File: config.mk
export PLATFORM = sky130hd
export DESIGN_NAME = ifu_prefetch
export DESIGN_NICKNAME = d
export VERILOG_FILES = /design/src/rtl/ifu_pkg.sv /design/src/rtl/ifu_sync_fifo.sv /design/src/rtl/ifu_prefetch.sv
export SDC_FILE = /design/constraint.sdc
export NUM_CORES = 1
export LEC_CHECK = 0
export CAP_MARGIN = 20
export CORE_AREA = 3 3 186 188
export DETAILED_ROUTE_END_ITERATION = 12
export DIE_AREA = 0 0 189 191
export GPL_ROUTABILITY_DRIVEN = 0
export GPL_TIMING_DRIVEN = 0
export PLACE_DENSITY = 0.81
export SLEW_MARGIN = 20
export SYNTH_ARGS = -nofsm -noshare
export SYNTH_HDL_FRONTEND = slang
export SYNTH_SLANG_ARGS = --single-unit
File: constraint.sdc
create_clock -name clock -period 2.92 [get_ports clock]
set_input_delay 0.292 -clock clock [delete_from_list [all_inputs] [get_ports clock]]
set_output_delay 0.292 -clock clock [all_outputs]
set_load 0.03 [all_outputs]
File: src/rtl/ifu_pkg.sv
// Shared constants and types for the instruction fetch unit.
// The fetch entry type describes the {pc, inst} pair held in the prefetch queue.
package ifu_pkg;
    localparam int INST_BYTES = 4;
    localparam int XLEN_DEF = 32;
    localparam int ILEN_DEF = 32;
    localparam logic [XLEN_DEF-1:0] RESET_PC_DEF = 32'h0000_0000;

    typedef struct packed {
        logic [XLEN_DEF-1:0] pc;
        logic [ILEN_DEF-1:0] inst;
    } fetch_entry_t;
endpackage

File: src/rtl/ifu_sync_fifo.sv
// Synchronous FIFO with flush and occupancy count; head data is read straight from storage.
// DEPTH must be a power of two so the pointers wrap naturally.
module ifu_sync_fifo
    import ifu_pkg::*;
#(
    parameter int WIDTH = 64,
    parameter int DEPTH = 4,
    localparam int AW = $clog2(DEPTH),
    localparam int CW = AW + 1
) (
    input  logic             clock,
    input  logic             reset,
    input  logic             flush,
    input  logic             push,
    input  logic [WIDTH-1:0] push_data,
    input  logic             pop,
    output logic [WIDTH-1:0] pop_data,
    output logic [CW-1:0]    count,
    output logic             full,
    output logic             empty
);
    logic [WIDTH-1:0] mem [DEPTH];
    logic [AW-1:0]    rd_ptr;
    logic [AW-1:0]    wr_ptr;
    logic             do_push;
    logic             do_pop;

    assign empty    = (count == '0);
    assign full     = (count == CW'(DEPTH));
    assign do_pop   = pop & ~empty;
    // a push into a full queue is allowed when the head leaves in the same cycle
    assign do_push  = push & (~full | do_pop);
    assign pop_data = mem[rd_ptr];

    always_ff @(posedge clock or posedge reset) begin
        if (reset) begin
            rd_ptr <= '0;
            wr_ptr <= '0;
            count  <= '0;
        end else if (flush) begin
            rd_ptr <= '0;
            wr_ptr <= '0;
            count  <= '0;
        end else begin
            if (do_push) wr_ptr <= wr_ptr + AW'(1);
            if (do_pop)  rd_ptr <= rd_ptr + AW'(1);
            count <= count + CW'(do_push) - CW'(do_pop);
        end
    end

    always_ff @(posedge clock) begin
        if (do_push && !flush) mem[wr_ptr] <= push_data;
    end
endmodule

File: src/rtl/ifu_prefetch.sv
// Instruction fetch unit: sequential fetch with credit-limited issue, in-order
// response pairing via a PC tag queue, and redirect flush with stale-response discard.
module ifu_prefetch
    import ifu_pkg::*;
#(
    parameter int              XLEN            = 32,
    parameter int              ILEN            = 32,
    parameter int              DEPTH           = 4,
    parameter logic [XLEN-1:0] RESET_PC        = XLEN'(RESET_PC_DEF),
    parameter int              MAX_OUTSTANDING = DEPTH
) (
    input  logic            clock,
    input  logic            reset,
    input  logic            redirect_valid,
    input  logic [XLEN-1:0] redirect_pc,
    output logic            imem_req_valid,
    input  logic            imem_req_ready,
    output logic [XLEN-1:0] imem_req_addr,
    input  logic            imem_rsp_valid,
    input  logic [ILEN-1:0] imem_rsp_data,
    output logic            inst_valid,
    input  logic            inst_ready,
    output logic [ILEN-1:0] inst_code,
    output logic [XLEN-1:0] inst_pc,
    output logic            busy
);
    localparam int CW = $clog2(DEPTH) + 1;
    localparam int EW = XLEN + ILEN;

    logic [XLEN-1:0] fetch_pc;
    logic [CW-1:0]   out_cnt;
    logic [CW-1:0]   discard;
    logic [CW-1:0]   entry_count;
    logic [CW-1:0]   tag_count;
    logic            entry_full;
    logic            entry_empty;
    logic            tag_full;
    logic            tag_empty;
    logic [EW-1:0]   head;
    logic [XLEN-1:0] tag_pc;
    logic [CW:0]     credit_used;
    logic            issue;
    logic            rsp_keep;
    logic            pop;

    // queued entries plus everything in flight (stale or not) must fit in the queue
    assign credit_used    = (CW+1)'(entry_count) + (CW+1)'(out_cnt);
    assign imem_req_valid = !reset && !redirect_valid
                            && (credit_used < (CW+1)'(DEPTH))
                            && (out_cnt < CW'(MAX_OUTSTANDING));
    assign imem_req_addr  = fetch_pc;
    assign issue          = imem_req_valid & imem_req_ready;
    assign rsp_keep       = imem_rsp_valid && (discard == '0);

    assign inst_valid = !entry_empty;
    assign pop        = inst_valid & inst_ready;
    assign inst_pc    = inst_valid ? head[EW-1 -: XLEN] : '0;
    assign inst_code  = inst_valid ? head[ILEN-1:0] : '0;
    assign busy       = (out_cnt != '0) || inst_valid;

    always_ff @(posedge clock or posedge reset) begin
        if (reset) begin
            fetch_pc <= RESET_PC;
            out_cnt  <= '0;
            discard  <= '0;
        end else begin
            out_cnt <= out_cnt + CW'(issue) - CW'(imem_rsp_valid);
            if (redirect_valid) begin
                fetch_pc <= redirect_pc & ~XLEN'(3);
                discard  <= out_cnt - CW'(imem_rsp_valid);
            end else begin
                if (issue) fetch_pc <= fetch_pc + XLEN'(INST_BYTES);
                if (imem_rsp_valid && (discard != '0)) discard <= discard - CW'(1);
            end
        end
    end

    ifu_sync_fifo #(.WIDTH(EW), .DEPTH(DEPTH)) u_entry_fifo (
        .clock     (clock),
        .reset     (reset),
        .flush     (redirect_valid),
        .push      (rsp_keep),
        .push_data ({tag_pc, imem_rsp_data}),
        .pop       (pop),
        .pop_data  (head),
        .count     (entry_count),
        .full      (entry_full),
        .empty     (entry_empty)
    );

    // tags of discarded responses were already cleared by the redirect, so only kept responses pop
    ifu_sync_fifo #(.WIDTH(XLEN), .DEPTH(DEPTH)) u_tag_fifo (
        .clock     (clock),
        .reset     (reset),
        .flush     (redirect_valid),
        .push      (issue),
        .push_data (fetch_pc),
        .pop       (rsp_keep),
        .pop_data  (tag_pc),
        .count     (tag_count),
        .full      (tag_full),
        .empty     (tag_empty)
    );

    assert property (@(posedge clock) disable iff (reset) !(imem_rsp_valid && entry_full));
    assert property (@(posedge clock) disable iff (reset) tag_count == (out_cnt - discard));
    assert property (@(posedge clock) disable iff (reset) !(rsp_keep && tag_empty));
    assert property (@(posedge clock) disable iff (reset) !(issue && tag_full));
endmodule

; ---- Yosys cells after proc, flatten, opt, wreduce, memory -nomap -nowiden
; Memory sizes are Yosys's and may differ from the RTL's.
; Cells that the tools add are included.
[totals]
output_inout_bits = 99
regBits = 52
memories = 2
wordCells = 83
ramBits = 384
[classes]
addsub = 14
n_mux = 20
n_eq_ne = 2
order_cmp = 2
n_reduce_logical = 22
bitwise = 12
[memory_table]
columns = name, words, word_bits, rd, rd_ports_with_merged_regs, wr, line_no
row1 = u_entry_fifo.mem, 4, 64, 1, 0, 1, ifu_sync_fifo.sv:22  ; logic [WIDTH-1:0] mem [DEPTH];
row2 = u_tag_fifo.mem, 4, 32, 1, 0, 1, ifu_sync_fifo.sv:22
[op_table]
columns = cell, count
row1 = $mux 32, 4
row2 = $add 32x3->32 const B, 1
row3 = $mux 2, 8
row4 = $mux 3, 4
row5 = $reduce_bool 2->1, 6
row6 = $sub 3x1->3, 4
row7 = $add 3x1->3, 3
row8 = $logic_not 3->1, 3
row9 = $add 2x1->2 const B, 4
row10 = $logic_and 1x1->1, 7
row11 = $and 1x1->1, 6
row12 = $eq 3x3->1 const B, 2
row13 = $reduce_bool 3->1, 2
row14 = $add 3x3->4, 1
row15 = $lt 4x3->1 const B, 1
row16 = $mux 1, 4
row17 = $not 1->1, 4
row18 = $logic_not 1->1, 3
row19 = $lt 3x3->1 const B, 1
row20 = $sub 3x1->3 const B, 1
row21 = $or 1x1->1, 2
row22 = $logic_or 1x1->1, 1

; ---- Depth between registers and ports, before layout
[depth]
word_depth = 9
depth_mapped = 11

; ---- Modules after synthesis
; A second synthesis with hierarchy kept.
[unflattened]
cells_unflattened = 927
area_unflattened_um2 = 17540.6
[by_module_without_submodules]
columns = mod, n_inst, cells_per_inst, area_per_inst_um2, seq_area_each_um2
row1 = ifu_sync_fifo at u_entry_fifo, 1, 381, 9676.8, 7862.5
row2 = ifu_sync_fifo at u_tag_fifo, 1, 214, 5116.2, 4018.9
row3 = ifu_prefetch, 1, 332, 2747.6, 900.9

; ---- Worst setup path after synthesis
; OpenSTA, ideal clock, no wires.
[synth_timing]
path_type = register to register
startpoint = register discard[0]
endpoint = memory u_entry_fifo.mem[0][0] (enable)
stages_incl_launch_ff = 6
setup_time_ps = 427
path_slack_ps = -115
synth_period_minus_slack_ps = 3035
path_buffers = 0
arrival_time_ps = 2608
cell_sequence = dfrtp_1 > inv_1 > ha_1 > nand3b_1 > nor2_1 > and3_1
[synth_between]
elab_chain_cells = 6
[synth_lines]
columns = item, line_no
row1 = start: declaration, ifu_prefetch.sv:32  ; logic [CW-1:0] discard;
row2 = start signal: assignment, ifu_prefetch.sv:70  ; discard <= out_cnt - CW'(imem_rsp_valid);
row3 = start signal: assignment, ifu_prefetch.sv:73  ; if (imem_rsp_valid && (discard != '0)) discard <= discard - CW'(1);
row4 = $logic_not 3->1, ifu_prefetch.sv:53  ; assign rsp_keep = imem_rsp_valid && (discard == '0);
row5 = $logic_and 1x1->1, ifu_prefetch.sv:53
row6 = $and 1x1->1, ifu_sync_fifo.sv:32  ; assign do_push = push & (~full | do_pop);
row7 = $logic_and 1x1->1, ifu_sync_fifo.sv:52  ; if (do_push && !flush) mem[wr_ptr] <= push_data;
row8 = $mux 1, ifu_sync_fifo.sv:52
row9 = $mux 1 (not written as such), ifu_sync_fifo.sv:52
row10 = end: declaration, ifu_sync_fifo.sv:22
; No other way between the ends.

; ---- Final worst setup path
[layout_timing]
startpoint = register out_cnt[2]
endpoint = register out_cnt[2]
[layout_between]
elab_chain_cells = 7
elab_cells_between_ends = 8
cone_classes = 3 x add/sub / 2 x order compare / 1 x bitwise / 2 x reduce/logical
[layout_lines]
columns = item, line_no
row1 = start: declaration, ifu_prefetch.sv:31  ; logic [CW-1:0] out_cnt;
row2 = start signal: assignment, ifu_prefetch.sv:67  ; out_cnt <= out_cnt + CW'(issue) - CW'(imem_rsp_valid);
row3 = $add 3x3->4, ifu_prefetch.sv:47  ; assign credit_used = (CW+1)'(entry_count) + (CW+1)'(out_cnt);
row4 = $lt 4x3->1, ifu_prefetch.sv:49  ; && (credit_used < (CW+1)'(DEPTH))
row5 = $logic_and 1x1->1, ifu_prefetch.sv:49
row6 = $logic_and 1x1->1, ifu_prefetch.sv:50  ; && (out_cnt < CW'(MAX_OUTSTANDING));
row7 = $and 1x1->1, ifu_prefetch.sv:52  ; assign issue = imem_req_valid & imem_req_ready;
row8 = $add 3x1->3 *, ifu_prefetch.sv:67
row9 = $sub 3x1->3 *, ifu_prefetch.sv:67
; Mark *: on every way between the ends. The rest lies on a longest branch, timed or not.
; A chain may end at the register's enable or synchronous reset.

==> flow_metrics.env <==
export IMPL_cp_arrival_ns=3.22
export IMPL_cp_slowest_cell="dfrtp_2"
export IMPL_power_density_nw_per_um2=819
export IMPL_cts_buffers=42
export IMPL_die_w_um=189
export IMPL_finalCriticalPeriod_ns=2.82
export IMPL_synth_distinct_cells=60
export IMPL_drtIter0Drc=765
export IMPL_ant_nets=0
export IMPL_pin_count=169
export IMPL_period_share=0.964
export IMPL_synth_edf_count=368
export IMPL_fin_cells=1592
export IMPL_synthCells=896
export IMPL_fmax_ghz=0.355
export IMPL_ys_flop_type="edfxtp_1"
export IMPL_crit_end="out_cnt[2]"
export IMPL_clock_latency_ns=0.54
export IMPL_cp_max_fo=10
export IMPL_critPathKind="flip-flop to flip-flop"
export IMPL_ff2ff_path_depth=11
export IMPL_hpwlAfterDp_mm=22.2
export IMPL_max_cap_violations=0
export IMPL_rsz0062_at_grt="no"
export IMPL_place_ws_ns=-0.0588
export IMPL_end_kind="flip-flop"
export IMPL_clock_path_buffers=3
export IMPL_post_place_cells=1517
export IMPL_finalSetupViolCount=0
export IMPL_fin_skew_ns=0.0216
export IMPL_cp_depth=11
export IMPL_ys_ff_latch=418
export IMPL_start_kind="flip-flop"
export IMPL_track_usage=0.194
export IMPL_drive_above_1_share=0.194
export IMPL_dieArea_um2=36100
export IMPL_cts_clk_slew_worst_paths_ns=0.06
export IMPL_routed_wirelength_mm=34.7
export IMPL_drc=0
export IMPL_slew_headroom=0.465
export IMPL_syn_cell_area_um2=16800
export IMPL_antenna_found_initial=0
export IMPL_yosysSeqAreaShare=0.732
export IMPL_hold_ws_ns=0.214
export IMPL_status="finished, final reports clean"
export IMPL_critPathLaunch="out_cnt[2]"
export IMPL_cts_sinks=418
export IMPL_h_tree_depth=2
export IMPL_hold_violations=0
export IMPL_ys_warnings_count=0
export IMPL_grt_pass1_vias=9249
export IMPL_r2r_start="out_cnt[2]"
export IMPL_drv_slew=0
export IMPL_cpMostUsedCell="ha_1"
export IMPL_cts_root_buf="clkbuf_16"
export IMPL_wl_per_cell_um=21.8
export IMPL_hp_class="input port to asynchronous set/reset pin"
export IMPL_slowest_delay_ns=0.43
export IMPL_final_common_cell="edfxtp_1"
export IMPL_async_flop_share=0.120
export IMPL_path_delay_family="adder cells"
export IMPL_rows=67
export IMPL_vdd_drop_max_mv=0.407
export IMPL_drtPass1Iterations=5
export IMPL_avgSynthCellArea_um2=18.8
export IMPL_fin_ws_ns=0.104
export IMPL_die_h_um=191
export IMPL_crit_path_cell_trace="ha_1, nor4_2, and4_1, buf_6, inv_4, buf_4, ha_1, inv_1, ha_1, fa_1, xnor2_1"
export IMPL_grt_pass1_wl_mm=54.0
export IMPL_tritoncts="done"
export IMPL_antenna_cells=0
export IMPL_core_area_um2=33300
export IMPL_viasPerCell=5.69
export IMPL_p_leak_uw=0.00735
export IMPL_route_vias_total=9065
export IMPL_cp_num_buf_inv=4
export IMPL_critPathRequiredTime_ns=3.32
export IMPL_r2r_end="out_cnt[2]"
export IMPL_cts_hold_fix_buffers=0
export IMPL_start_util=0.505
export IMPL_nets=1207
export IMPL_grt_max_degree=47
export IMPL_p_total_uw=17000
export IMPL_final_cell_mix="edfxtp_1, clkdlybuf4s50_1, mux4_2, and2_1, dfrtp_1"
export IMPL_worstMarginPinSlew_ns=0.796
export IMPL_port_buffers=161
export IMPL_gr_total_overflow=0
export IMPL_r2r_slack_ns=0.10
export IMPL_syn_to_final_growth_pct=23.3
## cell families (layout without fill, tap and decap cells)
family	after synthesis	after routing	synth area share
DFF	418	418	0.732
and+or+nand+nor	205	205	0.0678
muxes	98	98	0.127
buffers and inverters	71	316	0.0185
AOI/OAI and AO/OA	60	60	0.0253
adders and majority gates	24	24	0.0192
xor gates and xnor gates	19	19	0.00990
other	1	4	0.000223
## where the power goes
group | total [uW] | leakage [uW] | internal, uW | switching, uW
sequential | 7090 | 0.00394 | 6820 | 270
combinational | 4490 | 0.00273 | 1920 | 2570
clock | 5400 | 0.000678 | 3240 | 2160
## timing repair
action	4_1_cts	5_1_grt
pin swaps	0	3
buffers inserted	0	1
gates resized for setup	65	29
endpoints found under the setup margin	100	54
cloned	0	0
## metrics by stage
step           setup TNS, ns  utilization  cell area [um^2]
2_1_floorplan              0            -             16800
3_3_place_gp         -202.89        0.571             19000
3_5_place_dp          -0.556        0.578             19200
4_1_cts                    0        0.621             20700
5_1_grt                    0        0.623             20700
6_report                   0        0.623             20700
## how the worst min path moves through the flow
| stage | to | slack (ns) | cells past startpoint |
|---|---|---|---|
| final | imem_req_addr[5] | 0.21 | 2 |
| after global routing | imem_req_addr[5] | 0.24 | 2 |
| after CTS | imem_req_addr[5] | 0.20 | 2 |
| after detailed placement | out_cnt[0] | 0.56 | 1 |
| after global placement | u_tag_fifo.wr_ptr[0] | 0.52 | 1 |
| after floorplan | u_entry_fifo.mem[0][0] | 0.39 | 0 |
## cells in the mapped netlist (6+ instances only)
cell type | instances | area share
mux4_2 | 92 | 0.12
o211ai_1 | 6 | 0.0027
inv_1 | 24 | 0.0054
dfrtp_1 | 50 | 0.074
buf_2 | 12 | 0.0036
a21oi_1 | 6 | 0.0018
nand4_1 | 6 | 0.0022
xnor2_1 | 10 | 0.0052
nand2_1 | 43 | 0.0096
nor2_1 | 28 | 0.0063
clkbuf_1 | 20 | 0.0045
buf_1 | 7 | 0.0016
and3_1 | 6 | 0.0022
o311ai_0 | 10 | 0.0052
xor2_1 | 9 | 0.0047
ha_1 | 21 | 0.016
edfxtp_1 | 368 | 0.66
nand3_1 | 19 | 0.0057
o21ai_0 | 20 | 0.0060
and2_1 | 70 | 0.026
## state kept, by name (all words and copies together), names as in the netlist
| register | cells |
|---|---|
| u_entry_fifo.wr_ptr | 2 |
| u_tag_fifo.wr_ptr | 2 |
| imem_req_addr | 30 |
| u_tag_fifo.mem | 120 |
| u_tag_fifo.count | 3 |
| u_entry_fifo.count | 3 |
| discard | 3 |
| u_entry_fifo.rd_ptr | 2 |
| out_cnt | 3 |
| u_tag_fifo.rd_ptr | 2 |
| u_entry_fifo.mem | 248 |
## layer usage
layer  vias up  share of wire  GRT usage
li1       3975              -          -
met1      4664           0.42      0.266
met2       373           0.49      0.322
met3        53          0.063     0.0370
met4         0          0.022     0.0533
met5         -              0          0
## cell type report
class	instances	area, um^2
Sequential cell	418	12300
Clock buffer	52	1110
Buffer	44	269
Timing Repair Buffer	171	1860
Inverter	26	100
Tap cell	448	561
Clock inverter	23	287
Fill cell	2348	12600
Multi-Input combinational cell	410	4240
No activity file was read; power rests on OpenSTA's default activity.
